--- src/rtl/riscv_lsu.sv ---
// Multicycle load/store unit: alignment check, word-port load extension and
// read-modify-write for sub-word stores. Misaligned accesses park the unit in HALT.
module riscv_lsu #(
  parameter int XLEN        = 32,
  parameter int LANES       = 4,
  parameter int MEM_LATENCY = 2
) (
  input  logic               clk,
  input  logic               rst_b,
  input  logic               req_valid,
  output logic               req_ready,
  input  logic               req_we,
  input  logic [1:0]         req_size,
  input  logic               req_unsigned,
  input  logic [XLEN-1:0]    req_addr,
  input  logic [XLEN-1:0]    req_wdata,
  output logic               resp_valid,
  output logic [XLEN-1:0]    resp_rdata,
  output logic               resp_misaligned,
  output logic [XLEN-1:0]    mem_addr,
  input  logic [8*LANES-1:0] mem_data_out,
  output logic [8*LANES-1:0] mem_data_in,
  output logic               mem_write_en,
  output logic               halted,
  output logic [2:0]         o_dbg_state
);

  if (LANES != 4) begin : g_bad_lanes
    $error("riscv_lsu: LANES must be 4");
  end
  if (XLEN != 8 * LANES) begin : g_bad_xlen
    $error("riscv_lsu: XLEN must equal 8*LANES");
  end
  if (MEM_LATENCY < 1) begin : g_bad_latency
    $error("riscv_lsu: MEM_LATENCY must be at least 1");
  end

  localparam int CW = (MEM_LATENCY > 1) ? $clog2(MEM_LATENCY) : 1;

  typedef enum logic [2:0] {
    S_IDLE    = 3'd0,
    S_RD_WAIT = 3'd1,
    S_WR_WAIT = 3'd2,
    S_RESP    = 3'd3,
    S_HALT    = 3'd4
  } state_t;

  // Handshake: a request is taken on a rising edge with req_valid && req_ready;
  // req_ready is high only in IDLE, and resp_valid is a single-cycle pulse in RESP.
  state_t            r_state;
  state_t            w_next_state;
  logic [CW-1:0]     r_cnt;
  logic              r_we;
  logic [1:0]        r_size;
  logic              r_unsigned;
  logic [1:0]        r_lane;
  logic [15:0]       r_wdata_lo;
  logic              r_mis;
  logic [XLEN-1:0]   r_rdata;
  logic [XLEN-1:0]   r_mem_addr;
  logic [XLEN-1:0]   r_mem_wdata;

  logic              w_misaligned;
  logic              w_last;
  logic              w_waiting;
  logic [7:0]        w_byte;
  logic [15:0]       w_half;
  logic [XLEN-1:0]   w_load;
  logic [XLEN-1:0]   w_merged;

  assign w_misaligned = (req_size == 2'd3) ||
                        ((req_size == 2'd1) && req_addr[0]) ||
                        ((req_size == 2'd2) && (req_addr[1:0] != 2'b00));
  assign w_waiting    = (r_state == S_RD_WAIT) || (r_state == S_WR_WAIT);
  assign w_last       = (r_cnt == CW'(MEM_LATENCY - 1));

  assign w_byte = mem_data_out[{r_lane, 3'b000} +: 8];
  assign w_half = mem_data_out[{r_lane[1], 4'b0000} +: 16];

  always_comb begin
    w_load = mem_data_out;
    case (r_size)
      2'd0:    w_load = {{(XLEN-8){~r_unsigned & w_byte[7]}}, w_byte};
      2'd1:    w_load = {{(XLEN-16){~r_unsigned & w_half[15]}}, w_half};
      default: w_load = mem_data_out;
    endcase
  end

  always_comb begin
    w_merged = mem_data_out;
    if (r_size == 2'd0) begin
      w_merged[{r_lane, 3'b000} +: 8] = r_wdata_lo[7:0];
    end else begin
      w_merged[{r_lane[1], 4'b0000} +: 16] = r_wdata_lo;
    end
  end

  always_ff @(posedge clk or negedge rst_b) begin
    if (!rst_b) begin
      r_state <= S_IDLE;
    end else begin
      r_state <= w_next_state;
    end
  end

  always_comb begin
    w_next_state = r_state;
    case (r_state)
      S_IDLE: begin
        if (req_valid) begin
          if (w_misaligned) begin
            w_next_state = S_RESP;
          end else if (req_we && (req_size == 2'd2)) begin
            w_next_state = S_WR_WAIT;
          end else begin
            w_next_state = S_RD_WAIT;
          end
        end
      end
      S_RD_WAIT: begin
        if (w_last) begin
          w_next_state = r_we ? S_WR_WAIT : S_RESP;
        end
      end
      S_WR_WAIT: begin
        if (w_last) begin
          w_next_state = S_RESP;
        end
      end
      S_RESP:  w_next_state = r_mis ? S_HALT : S_IDLE;
      S_HALT:  w_next_state = S_HALT;
      default: w_next_state = S_IDLE;
    endcase
  end

  always_ff @(posedge clk or negedge rst_b) begin
    if (!rst_b) begin
      r_cnt       <= '0;
      r_we        <= 1'b0;
      r_size      <= 2'd0;
      r_unsigned  <= 1'b0;
      r_lane      <= 2'd0;
      r_wdata_lo  <= '0;
      r_mis       <= 1'b0;
      r_rdata     <= '0;
      r_mem_addr  <= '0;
      r_mem_wdata <= '0;
    end else begin
      if (w_waiting && !w_last) begin
        r_cnt <= r_cnt + 1'b1;
      end else begin
        r_cnt <= '0;
      end
      case (r_state)
        S_IDLE: begin
          if (req_valid) begin
            r_we       <= req_we;
            r_size     <= req_size;
            r_unsigned <= req_unsigned;
            r_lane     <= req_addr[1:0];
            r_wdata_lo <= req_wdata[15:0];
            r_mis      <= w_misaligned;
            r_rdata    <= '0;
            // A rejected access leaves the memory port untouched.
            if (!w_misaligned) begin
              r_mem_addr <= {req_addr[XLEN-1:2], 2'b00};
              if (req_we && (req_size == 2'd2)) begin
                r_mem_wdata <= req_wdata;
              end
            end
          end
        end
        S_RD_WAIT: begin
          if (w_last) begin
            if (r_we) begin
              r_mem_wdata <= w_merged;
            end else begin
              r_rdata <= w_load;
            end
          end
        end
        default: ;
      endcase
    end
  end

  assign req_ready       = (r_state == S_IDLE);
  assign resp_valid      = (r_state == S_RESP);
  assign resp_misaligned = (r_state == S_RESP) && r_mis;
  assign resp_rdata      = r_rdata;
  assign mem_addr        = r_mem_addr;
  assign mem_data_in     = r_mem_wdata;
  assign mem_write_en    = (r_state == S_WR_WAIT) && w_last;
  assign halted          = (r_state == S_HALT);
  assign o_dbg_state     = r_state;

endmodule
--- config.mk ---
export PLATFORM = sky130hd
export DESIGN_NAME = riscv_lsu
export DESIGN_NICKNAME = d
export VERILOG_FILES = /design/src/rtl/riscv_lsu.sv
export SDC_FILE = /design/constraint.sdc
export NUM_CORES = 1
export LEC_CHECK = 0
export ABC_AREA = 0
export CORE_ASPECT_RATIO = 0.75
export CORE_MARGIN = 3
export CORE_UTILIZATION = 40
export CTS_CLUSTER_SIZE = 20
export DETAILED_ROUTE_END_ITERATION = 10
export GPL_ROUTABILITY_DRIVEN = 0
export PLACE_DENSITY_LB_ADDON = 0.12
export RECOVER_POWER = 25
export SLEW_MARGIN = 0
export SYNTH_ARGS = -nofsm -noshare
export SYNTH_HDL_FRONTEND = slang
export SYNTH_SLANG_ARGS = --single-unit
--- constraint.sdc ---
create_clock -name clk -period 3.9 [get_ports clk]
set_input_delay 0.39 -clock clk [delete_from_list [all_inputs] [get_ports clk]]
set_output_delay 0.39 -clock clk [all_outputs]
set_load 0.1 [all_outputs]
* Word level (Yosys, flattened, before mapping)
Cells that the tools add are included.
Word-level totals: bits in registers 121, input bits 103
Operators by class: add/sub/neg operators 3, equal/unequal tests 15, shift-type cells 6, multiplexer cells 23, bitwise gates (word level) 4, reductions and logical operators 19
Operators with widths (count):
- $mux 32 | 9
- $pmux 32 s2 | 3
- $bwmux 32 | 2
- $shift 16x7->32 const A | 1
- $shift 8x7->32 const A | 1
- $shiftx 16x7->32 | 1
- $shiftx 32x6->16 | 1
- $shiftx 32x6->8 | 1
- $shiftx 8x7->32 | 1
- $pmux 3 s5 | 1
- $neg 5->7 | 2
- $mux 3 | 4
- $ne 2x2->1 const B | 6
- $eq 3x2->1 const B | 2
- $logic_and 1x1->1 | 6
- $reduce_and 3->1 | 2
- $reduce_and 6->1 | 1
- $eq 2x1->1 const B | 2
- $eq 2x2->1 const B | 2
- $mux 2 | 2
- $reduce_and 4->1 | 1
- $reduce_bool 2->1 | 2
- $eq 3x1->1 const B | 1
- $eq 3x3->1 const B | 1
- other kinds (10) | 15

* Depth between registers and ports, before layout
word-level depth 7, gate-level depth with buffers 10

* Least setup slack after synthesis
Ideal clock, no wire load.
path type reg2out, start point register r_state[0] (netlist: o_dbg_state[0]), end point output port resp_misaligned, arrival time 4.720 ns, required time 3.510 ns, setup slack -1.210 ns, cell stages (with the launch flop) 5, path through dfrtp_1 -> buf_2 -> clkinv_1 -> nor3b_1 -> and2_1
Between the ends: longest elaborated chain between the ends 2
RTL lines:
- start, declared | line 50 | state_t r_state;
- start signal, assigned | line 102 | r_state <= w_next_state;
- $eq 3x2->1
- net resp_valid | line 17 | output logic resp_valid,
- $logic_and 1x1->1 | line 189 | assign resp_misaligned = (r_state == S_RESP) && r_mis;
- end, declared | line 19 | output logic resp_misaligned,
The timed path passes the listed nets, and every way through them passes these cells.

* Final worst setup path
start point register r_state[0] (netlist: o_dbg_state[0]), end point output port mem_write_en
Between the ends: longest elaborated chain between the ends 2
RTL lines:
- $eq 3x2->1 | line 193 | assign mem_write_en = (r_state == S_WR_WAIT) && w_last;
- $logic_and 1x1->1 | line 193
- end, declared | line 23 | output logic mem_write_en,
Every way passes these cells.

==> out/metrics.yaml <==
placed_design:
  dpl.cell_count: 964
  hpwl_um: 16000
  port_buffers: 204
detailed_routing:
  wl_per_cell_um: 22.2
  avgViaCountPerCell: 5.86
  drt-pass1-iter-count: 5
  drc_errors: 0
  wl_um: 22100
  vias: 5839
  ant_nets: 0
  drt_iter0_markers: 432
synth:
  synth_edf_count: 0
  async_flop_share_pct: 100
  synth.top_cells.by_count: "121 x dfrtp_1, 100 x mux2_2, 76 x nand2_1, 55 x o21ai_0"
  ys_ff_latch: 121
  ys_warn_count: 0
  ys.flop_type: "dfrtp_1"
  synth_area_per_cell_um2: 10.9
  synth-seq-area-share_pct: 46.9
  netlist_instances: 593
  ys_types: 48
  synth_area_um2: 6450
  post-synth-top-count-cell: "dfrtp_1"
  synth_top_area_share_pct: 46.9
  synth.largest_area_cell: "dfrtp_1"
  synthTopCellsByArea: "dfrtp_1 47%, mux2_2 17%, nand2_1 4.4%"
worst_hold_path:
  min_path_type: "flip-flop to flip-flop"
status:
  violations: "max-capacitance violations, max-slew violations"
  status: "finished with violations"
sta:
  tns_ns: 0
  skew_ns: 0.00753
  final-max-slew-violation-count: 51
  hold_viol_final: 0
  fin_crit_sh_pct: 72.8
  slew_headroom_pct: -84.3
  fmax_mhz: 352
  setup_violations: 0
  min_period_ns: 2.84
  rsz0062_at_grt: "false"
  max_slew.worst_pin.slew_ns: 2.76
cts:
  tritoncts: "built"
  post_cts_buffers: 0
  clockBufferDepth: 2
  clock-root-buffer: "clkbuf_16"
  holdBufCountCts: 0
  cts-buffers-inserted: 17
  clk_pin_slew_ns: 0.06
  cts_max_level: 4
  clock-sinks: 121
  cts_resized: 0
  worst_skew_pair.late_latency_ns: 0.42
setup_path:
  cpMaxStageDelayCell: "clkdlybuf4s50_1"
  worst_ep_arrival_time_ns: 2.45
  critPathBufInv: 1
  crit_path_start_kind: "flip-flop"
  path_delay_family: "buffers and inverters"
  slowest_delay_ns: 1.17
  required_ns: 3.51
  cp_max_fo: 14
  worstSetupEndpointType: "output pin"
  crit_path_cell_trace: "nor4bb_2, clkdlybuf4s50_1"
  crit_type: "flip-flop to output pin"
floorplan:
  fp-row-count: 39
  die-area_um2: 17700
  io_pins: 207
  initial_core_util_pct: 41.6
  chipWidth_um: 153
  coreArea_um2: 15500
  fp.dieH_um: 116
run:
  cap_violations: 1
global_routing:
  grt_pass1_vias: 5897
  antenna_found_initial: 0
  track_usage_pct: 24.5
  grt_pass1_wl_um: 33500
  overflow: 0
  grt_max_degree: 51
layout:
  syn_to_final_growth_pct: 44.2
  diodes: 0
  n_fill_cell: 1267
  seq_area_um2: 3030
  layout.cells.non_filler: 996
  multiInputGateArea_um2: 3180
  drive_gt1_share_pct: 21.5
  nNetsFinal: 886
## cell type report
class / instances / area share [%]
Inverter: 17 / 0.686
Multi-Input combinational cell: 405 / 34.1
Clock inverter: 14 / 2.37
Sequential cell: 121 / 32.5
Tap cell: 205 / 2.76
Clock buffer: 18 / 4.72
Timing Repair Buffer: 216 / 22.8
## worst paths after layout
path	start	end	slack [ns]	cells after the start
worst max-delay path	o_dbg_state[0]$_DFFE_PN0P_	mem_write_en	1.06	2
worst min-delay path	resp_rdata[2]$_DFFE_PN0P_	resp_rdata[2]$_DFFE_PN0P_	0.49	2
worst max register to register	o_dbg_state[0]$_DFFE_PN0P_	resp_rdata[22]$_DFFE_PN0P_	1.15	4
worst min register to register	resp_rdata[2]$_DFFE_PN0P_	resp_rdata[2]$_DFFE_PN0P_	0.49	2
max in group asynchronous	rst_b	r_wdata_lo[12]$_DFFE_PN0P_	1.38	2
min in group asynchronous	rst_b	resp_rdata[26]$_DFFE_PN0P_	0.85	1
## flip-flops by register name, indices dropped and copies added, names as in the netlist
name	count
r_lane	2
mem_data_in	32
r_size	2
r_mis	1
mem_addr	30
r_unsigned	1
r_we	1
o_dbg_state	3
resp_rdata	32
r_wdata_lo	16
r_cnt	1
## through the flow
stage / hold WS [ns] / util (%) / area (um2) / setup slack, ns
after floorplan: 0.0944 / - / 6480 / 0.225
after global placement: 0.450 / 55.7 / 8640 / 1.25
after detailed placement: 0.459 / 55.7 / 8640 / 1.06
after CTS: 0.0199 / 60.0 / 9300 / 1.05
after global routing: 0.515 / 60.0 / 9310 / 0.831
final: 0.488 / 60.0 / 9310 / 1.06
## layer usage
metal | up-vias | GRT usage [%] | part of all wire [%] | wire (um)
met2 | 282 | 37.8 | 47 | 10500
li1 | 2599 | - | - | -
met1 | 2921 | 34.4 | 44 | 9620
met3 | 37 | 6.16 | 7.5 | 1660
met4 | 0 | 7.24 | 1.5 | 342
met5 | - | 0 | 0 | 0
## logic make-up after synthesis
group | after synthesis | synth area share, %
xor+xnor | 1 | 0.136
buf+inv | 68 | 4.54
other cells | 1 | 0.0581
fa+ha+maj | 5 | 0.969
simple gates | 116 | 8.69
flops | 121 | 46.9
compound gates | 177 | 20.6
mux | 104 | 18.1
## layout by cell type, fill, tap and decap left out, types with 6 or more instances in the layout
| master | n |
|---|---|
| inv_1 | 16 |
| a21oi_1 | 16 |
| nand2_1 | 76 |
| a221oi_1 | 32 |
| a221o_2 | 10 |
| mux2_2 | 100 |
| nor3b_1 | 8 |
| buf_4 | 14 |
| clkdlybuf4s50_1 | 201 |
| dfrtp_1 | 121 |
| a221o_1 | 6 |
| a22o_1 | 8 |
| clkbuf_16 | 17 |
| o21ai_0 | 55 |
| o2bb2ai_1 | 32 |
| a222oi_1 | 6 |
## worst register-to-register path, delay by kind of cell, from the launching register on
kind,cells,cell delay (ns)
compound gates,2,1.27
simple gates,2,0.79
flops,1,0.61
Power is not shown: default switching activity piles up to over one toggle a cycle in this logic, so the estimate is an artifact.
